[src/rtl/maxpool_stream_pipe_if.sv]
// Stream bundle for maxpool_stream_pipe: beat input side plus pooled output side.
// idx_o exists only when MAXPOOL_ARGMAX_EN is defined.
interface maxpool_stream_pipe_if #(
  parameter int unsigned width_p = 8,
  parameter int unsigned els_p   = 4,
  parameter int unsigned beats_p = 1
);
  localparam int unsigned idx_w_lp = (els_p * beats_p > 1) ? $clog2(els_p * beats_p) : 1;

  logic                       v_i;
  logic [els_p*width_p-1:0]   data_i;
  logic                       ready_o;
  logic                       v_o;
  logic [width_p-1:0]         data_o;
  logic                       ready_i;
`ifdef MAXPOOL_ARGMAX_EN
  logic [idx_w_lp-1:0]        idx_o;
`endif

  // Pooling unit side
  modport slave (
    input  v_i,
    input  data_i,
    input  ready_i,
`ifdef MAXPOOL_ARGMAX_EN
    output idx_o,
`endif
    output ready_o,
    output v_o,
    output data_o
  );

  // Producer/consumer side
  modport master (
    output v_i,
    output data_i,
    output ready_i,
`ifdef MAXPOOL_ARGMAX_EN
    input  idx_o,
`endif
    input  ready_o,
    input  v_o,
    input  data_o
  );
endinterface

[src/rtl/maxpool_stream_pipe.sv]
// Streaming max-pool: registered pairwise comparator tree, then a running max across beats_p beats.
// Define MAXPOOL_ARGMAX_EN to carry the window index of the maximum through to idx_o.
module maxpool_stream_pipe #(
  parameter int unsigned width_p  = 8,
  parameter int unsigned els_p    = 4,
  parameter int unsigned beats_p  = 1,
  parameter int unsigned signed_p = 0
) (
  input logic                  clk_i,
  input logic                  reset_i,
  maxpool_stream_pipe_if.slave bus
);
  localparam int unsigned levels_lp = $clog2(els_p);
  localparam int unsigned half_lp   = els_p / 2;
  localparam int unsigned cnt_w_lp  = (beats_p > 1) ? $clog2(beats_p) : 1;
`ifdef MAXPOOL_ARGMAX_EN
  localparam int unsigned idx_w_lp  = (els_p * beats_p > 1) ? $clog2(els_p * beats_p) : 1;
`endif

  // Strict greater-than: ties always resolve to the earlier lane / beat.
  function automatic logic gt(input logic [width_p-1:0] a, input logic [width_p-1:0] b);
    if (signed_p != 0) return $signed(a) > $signed(b);
    return a > b;
  endfunction

  logic en;

  // Tree registers: level k uses entries [0, els_p>>k).
  logic [width_p-1:0]   tree_q  [1:levels_lp][half_lp];
  logic [levels_lp:1]   tv_q;
  // Uniform view of every level, level 0 being the incoming beat.
  logic [width_p-1:0]   lvl_val [levels_lp+1][els_p];
  logic [levels_lp:0]   lvl_v;

  logic [width_p-1:0]   acc_q, data_q, res, merged;
  logic [cnt_w_lp-1:0]  cnt_q;
  logic                 v_q, res_v, last, take;

`ifdef MAXPOOL_ARGMAX_EN
  logic [levels_lp-1:0] lane_q   [1:levels_lp][half_lp];
  logic [levels_lp-1:0] lvl_lane [levels_lp+1][els_p];
  logic [idx_w_lp-1:0]  acc_idx_q, idx_q, merged_idx;
`endif

  assign en          = ~v_q | bus.ready_i;
  assign bus.ready_o = en;
  assign bus.v_o     = v_q;
  assign bus.data_o  = data_q;

  always_comb begin
    for (int j = 0; j < int'(els_p); j++) begin
      lvl_val[0][j] = bus.data_i[j*width_p +: width_p];
    end
    lvl_v[0] = bus.v_i;
    for (int k = 1; k <= int'(levels_lp); k++) begin
      for (int j = 0; j < int'(els_p); j++) begin
        lvl_val[k][j] = (j < int'(half_lp)) ? tree_q[k][j] : '0;
      end
      lvl_v[k] = tv_q[k];
    end

    res    = lvl_val[levels_lp][0];
    res_v  = lvl_v[levels_lp];
    last   = (cnt_q == cnt_w_lp'(beats_p - 1));
    take   = (cnt_q == '0) || gt(res, acc_q);
    merged = take ? res : acc_q;
  end

  always_ff @(posedge clk_i or posedge reset_i) begin
    if (reset_i) begin
      for (int k = 1; k <= int'(levels_lp); k++) begin
        for (int j = 0; j < int'(half_lp); j++) tree_q[k][j] <= '0;
      end
      tv_q   <= '0;
      acc_q  <= '0;
      cnt_q  <= '0;
      v_q    <= 1'b0;
      data_q <= '0;
    end else if (en) begin
      for (int k = 1; k <= int'(levels_lp); k++) begin
        tv_q[k] <= lvl_v[k-1];
        for (int j = 0; j < int'(half_lp); j++) begin
          tree_q[k][j] <= gt(lvl_val[k-1][2*j+1], lvl_val[k-1][2*j]) ?
                          lvl_val[k-1][2*j+1] : lvl_val[k-1][2*j];
        end
      end
      if (res_v) begin
        acc_q <= merged;
        cnt_q <= last ? '0 : cnt_q + cnt_w_lp'(1);
      end
      v_q <= res_v & last;
      if (res_v && last) data_q <= merged;
    end
  end

`ifdef MAXPOOL_ARGMAX_EN
  assign bus.idx_o = idx_q;

  always_comb begin
    for (int j = 0; j < int'(els_p); j++) lvl_lane[0][j] = levels_lp'(j);
    for (int k = 1; k <= int'(levels_lp); k++) begin
      for (int j = 0; j < int'(els_p); j++) begin
        lvl_lane[k][j] = (j < int'(half_lp)) ? lane_q[k][j] : '0;
      end
    end
    merged_idx = take ? (idx_w_lp'(cnt_q) * idx_w_lp'(els_p) +
                         idx_w_lp'(lvl_lane[levels_lp][0])) : acc_idx_q;
  end

  always_ff @(posedge clk_i or posedge reset_i) begin
    if (reset_i) begin
      for (int k = 1; k <= int'(levels_lp); k++) begin
        for (int j = 0; j < int'(half_lp); j++) lane_q[k][j] <= '0;
      end
      acc_idx_q <= '0;
      idx_q     <= '0;
    end else if (en) begin
      for (int k = 1; k <= int'(levels_lp); k++) begin
        for (int j = 0; j < int'(half_lp); j++) begin
          lane_q[k][j] <= gt(lvl_val[k-1][2*j+1], lvl_val[k-1][2*j]) ?
                          lvl_lane[k-1][2*j+1] : lvl_lane[k-1][2*j];
        end
      end
      if (res_v) acc_idx_q <= merged_idx;
      if (res_v && last) idx_q <= merged_idx;
    end
  end
`endif

endmodule

[src/flat_wrapper.sv]
// flat-port wrapper written by rule: the top's interface ports become plain ports
module maxpool_stream_pipe_flat 
#(
  parameter int unsigned width_p  = 8,
  parameter int unsigned els_p    = 4,
  parameter int unsigned beats_p  = 1,
  parameter int unsigned signed_p = 0
)
  (clk_i, reset_i, bus_v_i, bus_data_i, bus_ready_i, bus_ready_o, bus_v_o, bus_data_o);
  maxpool_stream_pipe_if #(.width_p(width_p), .els_p(els_p), .beats_p(beats_p)) bus_i ();
  input logic clk_i;
  input logic reset_i;
  input wire logic [$bits(bus_i.v_i)-1:0] bus_v_i;
  input wire logic [$bits(bus_i.data_i)-1:0] bus_data_i;
  input wire logic [$bits(bus_i.ready_i)-1:0] bus_ready_i;
  output wire logic [$bits(bus_i.ready_o)-1:0] bus_ready_o;
  output wire logic [$bits(bus_i.v_o)-1:0] bus_v_o;
  output wire logic [$bits(bus_i.data_o)-1:0] bus_data_o;
  assign bus_i.v_i = bus_v_i;
  assign bus_i.data_i = bus_data_i;
  assign bus_i.ready_i = bus_ready_i;
  assign bus_ready_o = bus_i.ready_o;
  assign bus_v_o = bus_i.v_o;
  assign bus_data_o = bus_i.data_o;
  maxpool_stream_pipe #(.width_p(width_p), .els_p(els_p), .beats_p(beats_p), .signed_p(signed_p)) u_core (.clk_i(clk_i), .reset_i(reset_i), .bus(bus_i));
endmodule
[config.mk]
export PLATFORM = sky130hd
export DESIGN_NAME = maxpool_stream_pipe_flat
export DESIGN_NICKNAME = d
export VERILOG_FILES = /design/src/rtl/maxpool_stream_pipe_if.sv /design/src/rtl/maxpool_stream_pipe.sv /design/src/flat_wrapper.sv
export SDC_FILE = /design/constraint.sdc
export NUM_CORES = 1
export LEC_CHECK = 0
export CAP_MARGIN = 30
export CORE_UTILIZATION = 40
export DETAILED_ROUTE_END_ITERATION = 8
export GPL_ROUTABILITY_DRIVEN = 0
export PLACE_DENSITY = 0.62
export SYNTH_ARGS = -nofsm -noshare
export SYNTH_HDL_FRONTEND = slang
export SYNTH_SLANG_ARGS = --single-unit
export TNS_END_PERCENT = 10
[constraint.sdc]
create_clock -name clk_i -period 5.3 [get_ports clk_i]
set_input_delay 1.325 -clock clk_i [delete_from_list [all_inputs] [get_ports clk_i]]
set_output_delay 1.325 -clock clk_i [all_outputs]
set_load 0.005 [all_outputs]
==> metrics.cfg, run 1 <==
[logic_synthesis]
ys_seq_area_share_pct=37.25
synthMuxAreaShare_pct=3.832
syn_nets=311
synthCells=251
yosysTopAreaCell=dfrtp_1
synth_area_leaders=dfrtp_1 37%, ha_1 13%, o31ai_1 6.7%
synth_top_area_share_pct=37.25
synthArstFlopShare_pct=100.0
synth_cell_types=25
synth_seq_cells=35
synth-main-ff-cell=dfrtp_1
synth_fa_ha_area_share_pct=12.77
synth_compound_area_share_pct=21.39
ys.warnings.count=0
netlist_area_um2=2351
synth_edf_count=0
avgSynthCellArea_um2=9.367
yosys.area_share.simple_pct=18.68
synth_top_family_by_area=compound AO/OA/AOI/OAI gates
synth-xor-area-share_pct=0

[global_routing]
first_global_vias=1951
grt_pass1_wl_mm=9.052
overflow=0
antenna_found_initial=0
grtUsageTotal_pct=18.50
grt_max_degree=41

[timing]
timing.final.crit_share_pct=77.21
finClkSkew_ps=7.280
worst_pin_slew_ps=697.9
fmax_ghz=0.2444
maxSlewHeadroom_pct=53.37
fin_tns_setup_ps=0
fin_crit_ps=4092
hold_violations=0
rsz0062_at_grt=no
setup_violations=0
maxSlewViolCount=0

[routing]
ant_nets=0
vias=1975
drc_errors=0
routedWlPerCell_um=13.88
drt-pass1-iter-count=4
drt-initial-drc-count=80
wirelength_mm=5.107
via_per_inst=5.367

[final_layout]
final_nets=355
syn2layout_area_growth_pct=25.92
drive_above_1_share_pct=7.432
diodes=0

[cts]
cts_buffers=5
cts_buffer_depth=2
cts_resized=0
cts_tree=built
htreeDepth=2
clk_pin_slew_ps=70
cts_setup_buffers=0
cts.sinks=35
cts_root_buf=clkbuf_8
holdBufCountCts=0
clk_latency_ps=290

[floorplan]
die_w_um=78.67
num_rows=27
die_area_um2=6188
start_util_pct=42.18
die_y_um=78.67
ioPinCount=46
core_area_um2=5574

[min_path]
hp-class=register to register

[power]
powerDensity_nw_per_um2=378.5
p_leak_uw=0.001448
irDropWorstVdd_mv=0.2127
power.total_uw=1121

[placed_design]
hpwl_mm=3.828
port-buffer-count=45

[critical_path]
critPathRequiredTime_ps=3970
crit_type=input pin to output pin
cp.arrival_ps=2770
path_max_fanout=40
start_kind=input pin
worstSetupEndpointType=output pin

[outcome]
status=finished clean

[flow_run]
maxCapViolCount=0

[report_power, final]
part	internal [uW]	switching, uW
Combinational	258	260
Sequential	362	48.7
Clock	91.3	101
Total	711	409
[layer usage]
metal  track usage, %  share of wire (%)  wire length [um]
met5                0                  0                 0
met4            5.556                1.6                80
met3            4.302                3.6               182
met2            30.96                 47              2402
met1            23.53                 48              2440
[final cells by class]
type	instances	area, um^2
fill	550	2614
clock inverter	3	20.02
multi-input combinational	179	1335
timing repair buffer	48	473.0
inverter	26	97.59
tap	72	90.09
clock buffer	5	68.82
sequential	35	875.8
[cells in the mapped netlist, types with 4 or more instances]
cell / count
a211o_1: 6
a31oi_1: 24
and2_1: 19
and3_1: 24
clkbuf_1: 8
dfrtp_1: 35
ha_1: 24
inv_1: 26
mux2_2: 8
nand2_1: 10
nor2_1: 8
nor2b_1: 4
o21a_1: 6
o31ai_1: 21
[cell usage in the layout, fill, tap and decap left out, types with 5 or more instances in the layout]
| cell type | instances |
|---|---|
| clkdlybuf4s50_1 | 45 |
| dfrtp_1 | 35 |
| inv_1 | 26 |
| and3_1 | 24 |
| a31oi_1 | 24 |
| ha_1 | 24 |
| o31ai_1 | 21 |
| and2_1 | 19 |
| nand2_1 | 10 |
| mux2_2 | 8 |
| nor2_1 | 8 |
| o21a_1 | 6 |
| a211o_1 | 6 |
| clkbuf_8 | 5 |
[worst paths after layout]
check | from | end | slack (ps) | cells after the start
setup / recovery | bus_ready_i | bus_ready_o | 1210 | 5
hold / removal | u_core.tv_q[2] | u_core.tv_q[2] | 490 | 2
setup reg to reg | u_core.lvl_val[63] | u_core.res[0] | 3120 | 6
hold reg to reg | u_core.tv_q[2] | u_core.tv_q[2] | 490 | 2
max in group asynchronous | reset_i | u_core.bus.v_o | 3530 | 3
min in group asynchronous | reset_i | u_core.res[2] | 1450 | 3
[state kept, by name, summed over array words and instances, names as in the netlist]
signal / flops
u_core.tv_q: 2
u_core.lvl_val: 16
u_core.bus.data_o: 8
u_core.res: 8
u_core.bus.v_o: 1
[kinds of logic after synthesis]
| family | count (synthesis) |
|---|---|
| flops | 35 |
| buf+inv | 37 |
| fa+ha+maj | 24 |
| simple gates | 75 |
| mux | 8 |
| compound gates | 72 |
[metrics by stage]
stage	cells	hold slack (ps)	setup slack, ps	instance area, um^2	util (%)
after floorplan	251	438.6	2205	2351	-
after global placement	360	466.4	1235	2872	51.52
after detailed placement	360	474.2	1208	2872	51.52
after CTS	368	489.7	1204	2960	53.11
after global routing	368	499.0	1142	2960	53.11
final	368	487.0	1208	2960	53.11
[critical path: stages]
cell and delay [ps]:
clkdlybuf4s50_1 410, nor2b_2 100, buf_4 360, inv_1 110
clkdlybuf4s50_1 460
Note: power is estimated with default switching activity, not from simulation.
==> run 2: changes to the inputs <==
- clock period: 5.3 -> 3.8 ns (I/O delays scaled with it)
==> run 2 against run 1 <==
Compared with the run above: clock-buffer cell count did not move; routed wire length rose by 2.1%; critical path depth fell by 1; highest routed layer unchanged.
==> metrics.cfg, run 2 (synthesis results as in run 1) <==
[outcome]
status=finished clean

[cts]
holdBufCountCts=0
clk_pin_slew_ps=70
cts_buffer_depth=2
cts.sinks=35
clk_latency_ps=290
htreeDepth=2
cts_root_buf=clkbuf_8
cts_setup_buffers=0
cts_tree=built
cts_buffers=5
cts_resized=0

[final_layout]
final_nets=355
layout_commonest_cell=clkdlybuf4s50_1
final_cell_area_um2=2955
drive_above_1_share_pct=7.432
syn2layout_area_growth_pct=25.70
largest_register_ffs=16
layout_common_cells=45 x clkdlybuf4s50_1, 35 x dfrtp_1, 26 x inv_1
diodes=0

[placed_design]
hpwl_mm=3.923
dpl_cell_area_um2=2872
dp_slack_ps=603.0
port-buffer-count=45

[min_path]
min_from=u_core.tv_q[1]
min_to=u_core.tv_q[1]
hp-class=register to register
holdPathStages=2

[floorplan]
die_area_um2=6188
die_w_um=78.67
ioPinCount=46
num_rows=27
core_area_um2=5574
start_util_pct=42.18
die_y_um=78.67

[critical_path]
r2r_cells=5
start_kind=input pin
rr_startpoint=u_core.lvl_val[55]
r2r_slack_ps=1610
crit_type=input pin to output pin
cp.arrival_ps=2040
r2r-end=u_core.res[2]
critPathRequiredTime_ps=2850
path_max_fanout=2
worstSetupEndpointType=output pin

[global_routing]
first_global_vias=2052
grt_max_degree=40
antenna_found_initial=0
overflow=0
grt_pass1_wl_mm=8.990
grtUsageTotal_pct=18.61

[power]
powerDensity_nw_per_um2=526.2
p_leak_uw=0.001456
irDropWorstVdd_mv=0.2211

[routing]
routedLengthMet1_mm=2.376
ant_nets=0
vias=2017
drc_errors=0
met3WireLength_um=188
routedWlPerCell_um=14.17
via_per_inst=5.481
wl_met2_mm=2.591
top_layer_used=met4
drt-initial-drc-count=104
drt-pass1-iter-count=4
wirelength_mm=5.215

[timing]
fin_ws_ps=814.5
fin_crit_ps=2986
fin_tns_setup_ps=0
rsz0062_at_grt=no
finClkSkew_ps=3.746
maxSlewHeadroom_pct=51.77
setup_violations=0
worst_pin_slew_ps=722.0
fmax_ghz=0.3349
timing.final.crit_share_pct=78.57
maxSlewViolCount=0
hold_violations=0

[flow_run]
maxCapViolCount=0

==> run 2: changes by cell type in the layout (fill, tap and decap cells not counted) <==
cell | before | now
clkinvlp_4 | 2 | 0
clkinv_2 | 1 | 3
==> run 2: how the worst max path moves through the flow <==
stage / start / endpoint / slack (ps) / depth (start not counted)
final: bus_ready_i / bus_ready_o / 810 / 4
after detailed placement: bus_data_i[21] / u_core.lvl_val[50] / 600 / 8
after global routing: bus_data_i[23] / u_core.lvl_val[48] / 740 / 7
after CTS: bus_ready_i / bus_ready_o / 810 / 4
after floorplan: bus_data_i[21] / u_core.lvl_val[49] / 1270 / 8
after global placement: bus_data_i[21] / u_core.lvl_val[50] / 630 / 8
==> run 2: layer usage <==
metal / GRT usage, % / up-vias
met5: 0 / -
li1: - / 1008
met1: 20.78 / 963
met4: 5.741 / 0
met3: 4.070 / 6
met2: 34.70 / 40
==> run 2: power by group <==
group | leakage (uW) | internal (uW) | switching (uW)
registers | 0.000437 | 505 | 67.0
clock network | 0.0000477 | 125 | 133
logic | 0.000971 | 360 | 365
==> run 2: metrics by stage <==
stage          power (uW)  hold WS, ps  utilization [%]  instances
6_report             1555        490.9            53.02        368
4_1_cts              1572        488.4            53.02        368
2_1_floorplan        1055        438.6                -        251
3_3_place_gp         1287        461.3            51.52        360
3_5_place_dp         1306        464.2            51.52        360
5_1_grt              1688        523.7            53.02        368
==> run 2: critical path, cell delays in order <==
cell,delay (ps)
clkdlybuf4s50_1,470
nor2b_2,50
inv_1,70
clkdlybuf4s50_1,500
==> run 2: final cells by class <==
type | count | area (um^2)
Fill cell | 547 | 2619
Multi-Input combinational cell | 179 | 1335
Sequential cell | 35 | 875.8
Timing Repair Buffer | 48 | 473.0
Inverter | 26 | 97.59
Tap cell | 72 | 90.09
Clock buffer | 5 | 68.82
Clock inverter | 3 | 15.01
==> run 3: changes to the inputs <==
- PLACE_DENSITY: 0.62 -> 0.65
- clock period: 3.8 -> 2.5 ns (I/O delays scaled with it)
==> run 3 against run 2 <==
Compared with the run above: register-to-register slack worse by 1300 ps; highest routed layer unchanged; final cell count is 5.4% higher; non-clock buffer count is 20 higher; worst setup slack worse by 760 ps; critical path type is now input pin to register.
==> metrics.cfg, run 3 (synthesis results as in run 1) <==
[timing]
hold_violations=0
hold_slack_ps=480.6
fmax_ghz=0.4097
finClkSkew_ps=4.937
maxSlewViolCount=0
rsz0062_at_grt=yes
worst_pin_slew_ps=446.4
setup_violations=0
timing.final.crit_share_pct=97.63
fin_tns_setup_ps=0
maxSlewHeadroom_pct=70.24
fin_crit_ps=2441

[floorplan]
die_w_um=78.67
start_util_pct=42.18
num_rows=27
die_y_um=78.67
die_area_um2=6188
ioPinCount=46
core_area_um2=5574

[routing]
drt-initial-drc-count=85
via_per_inst=5.265
routedWlPerCell_um=13.31
drt-pass1-iter-count=4
drc_errors=0
ant_nets=0
vias=2043
wirelength_mm=5.163

[cts]
clk_latency_ps=290
cts_buffer_depth=2
cts_root_buf=clkbuf_8
holdBufCountCts=0
cts_tree=built
cts_buffers=5
htreeDepth=2
cts.sinks=35
clk_pin_slew_ps=70

[global_routing]
overflow=0
first_global_vias=2045
grt_pass1_wl_mm=9.197
antenna_found_initial=0
grtUsageTotal_pct=18.68
grt_max_degree=40

[final_layout]
diodes=0
drive_above_1_share_pct=14.56
final_nets=375
largest_register_ffs=16
layout_commonest_cell=clkdlybuf4s50_1
layout_common_cells=45 x clkdlybuf4s50_1, 35 x dfrtp_1, 26 x inv_1, 24 x and3_1, 24 x a31oi_1
syn2layout_area_growth_pct=33.21

[power]
power.total_uw=2407
powerDensity_nw_per_um2=768.5
irDropWorstVdd_mv=0.3837
p_leak_uw=0.001545

[min_path]
holdPathStages=2
hp-class=register to register
min_to=u_core.tv_q[1]
min_from=u_core.tv_q[1]

[critical_path]
r2r_cells=6
path_max_fanout=8
worstSetupEndpointType=register
crit_type=input pin to register
start_kind=input pin
r2r-end=u_core.res[2]
rr_startpoint=u_core.lvl_val[53]
r2r_slack_ps=340
cp.arrival_ps=2600
critPathRequiredTime_ps=2660

[flow_run]
maxCapViolCount=0

[placed_design]
hpwl_mm=3.883
port-buffer-count=45

[outcome]
status=finished clean

run 3: cell types whose count changed in the layout (fill, tap and decap cells not counted), sizes merged:
cell / delta
clkbuf: +2
clkinv: -2
buf: +20
run 3: per-stage QoR:
| stage | std cells | util, % | setup slack [ps] | instance area, um^2 |
|---|---|---|---|---|
| floorplan | 251 | - | 290.6 | 2351 |
| global placement | 379 | 54.07 | -289.6 | 3014 |
| detailed placement | 379 | 54.07 | -339.1 | 3014 |
| CTS | 387 | 55.62 | 18.62 | 3100 |
| global route | 388 | 56.18 | -3.234 | 3132 |
| finish | 388 | 56.18 | 59.30 | 3132 |
run 3: layer usage:
metal  track usage, %  routed length [um]  up-vias
met2            32.17                2513       41
met1            23.31                2378      948
met5                0                   0        -
met3            3.372                 188        9
li1                 -                   -     1045
met4            6.296                  82        0
run 3: layout make-up:
type / instances / area, um^2
Clock buffer: 7 / 76.32
Clock inverter: 1 / 5.005
Fill cell: 537 / 2442
Inverter: 26 / 97.59
Multi-Input combinational cell: 179 / 1364
Sequential cell: 35 / 875.8
Tap cell: 72 / 90.09
Timing Repair Buffer: 68 / 623.1
run 3: repair_timing:
item                                    CTS  global route
endpoints found under the setup margin    8            16
resized for setup                         2             4
pin swaps                                 0             8
setup buffers                             0             1
run 3: worst max path at each step:
stage / start / end / slack (ps)
final: bus_data_i[21] / u_core.lvl_val[51] / 60
after detailed placement: bus_data_i[21] / u_core.lvl_val[51] / -340
after global placement: bus_data_i[21] / u_core.lvl_val[53] / -290
after global routing: bus_data_i[21] / u_core.lvl_val[51] / -3
after CTS: bus_data_i[7] / u_core.lvl_val[56] / 20
after floorplan: bus_data_i[21] / u_core.lvl_val[49] / 290
run 3: where the power goes:
group          switching, uW  internal, uW  total, uW
clock network            199           195        394
logic                    550           595       1140
registers                101           767        868
total                    849          1560       2410
run 3: critical path, stage by stage:
cell and delay [ps]:
clkdlybuf4s50_1 450, inv_1 50, ha_1 280, a211o_1 290, a21oi_2 160, or3b_4 450, a31oi_1 200, o31ai_1 90
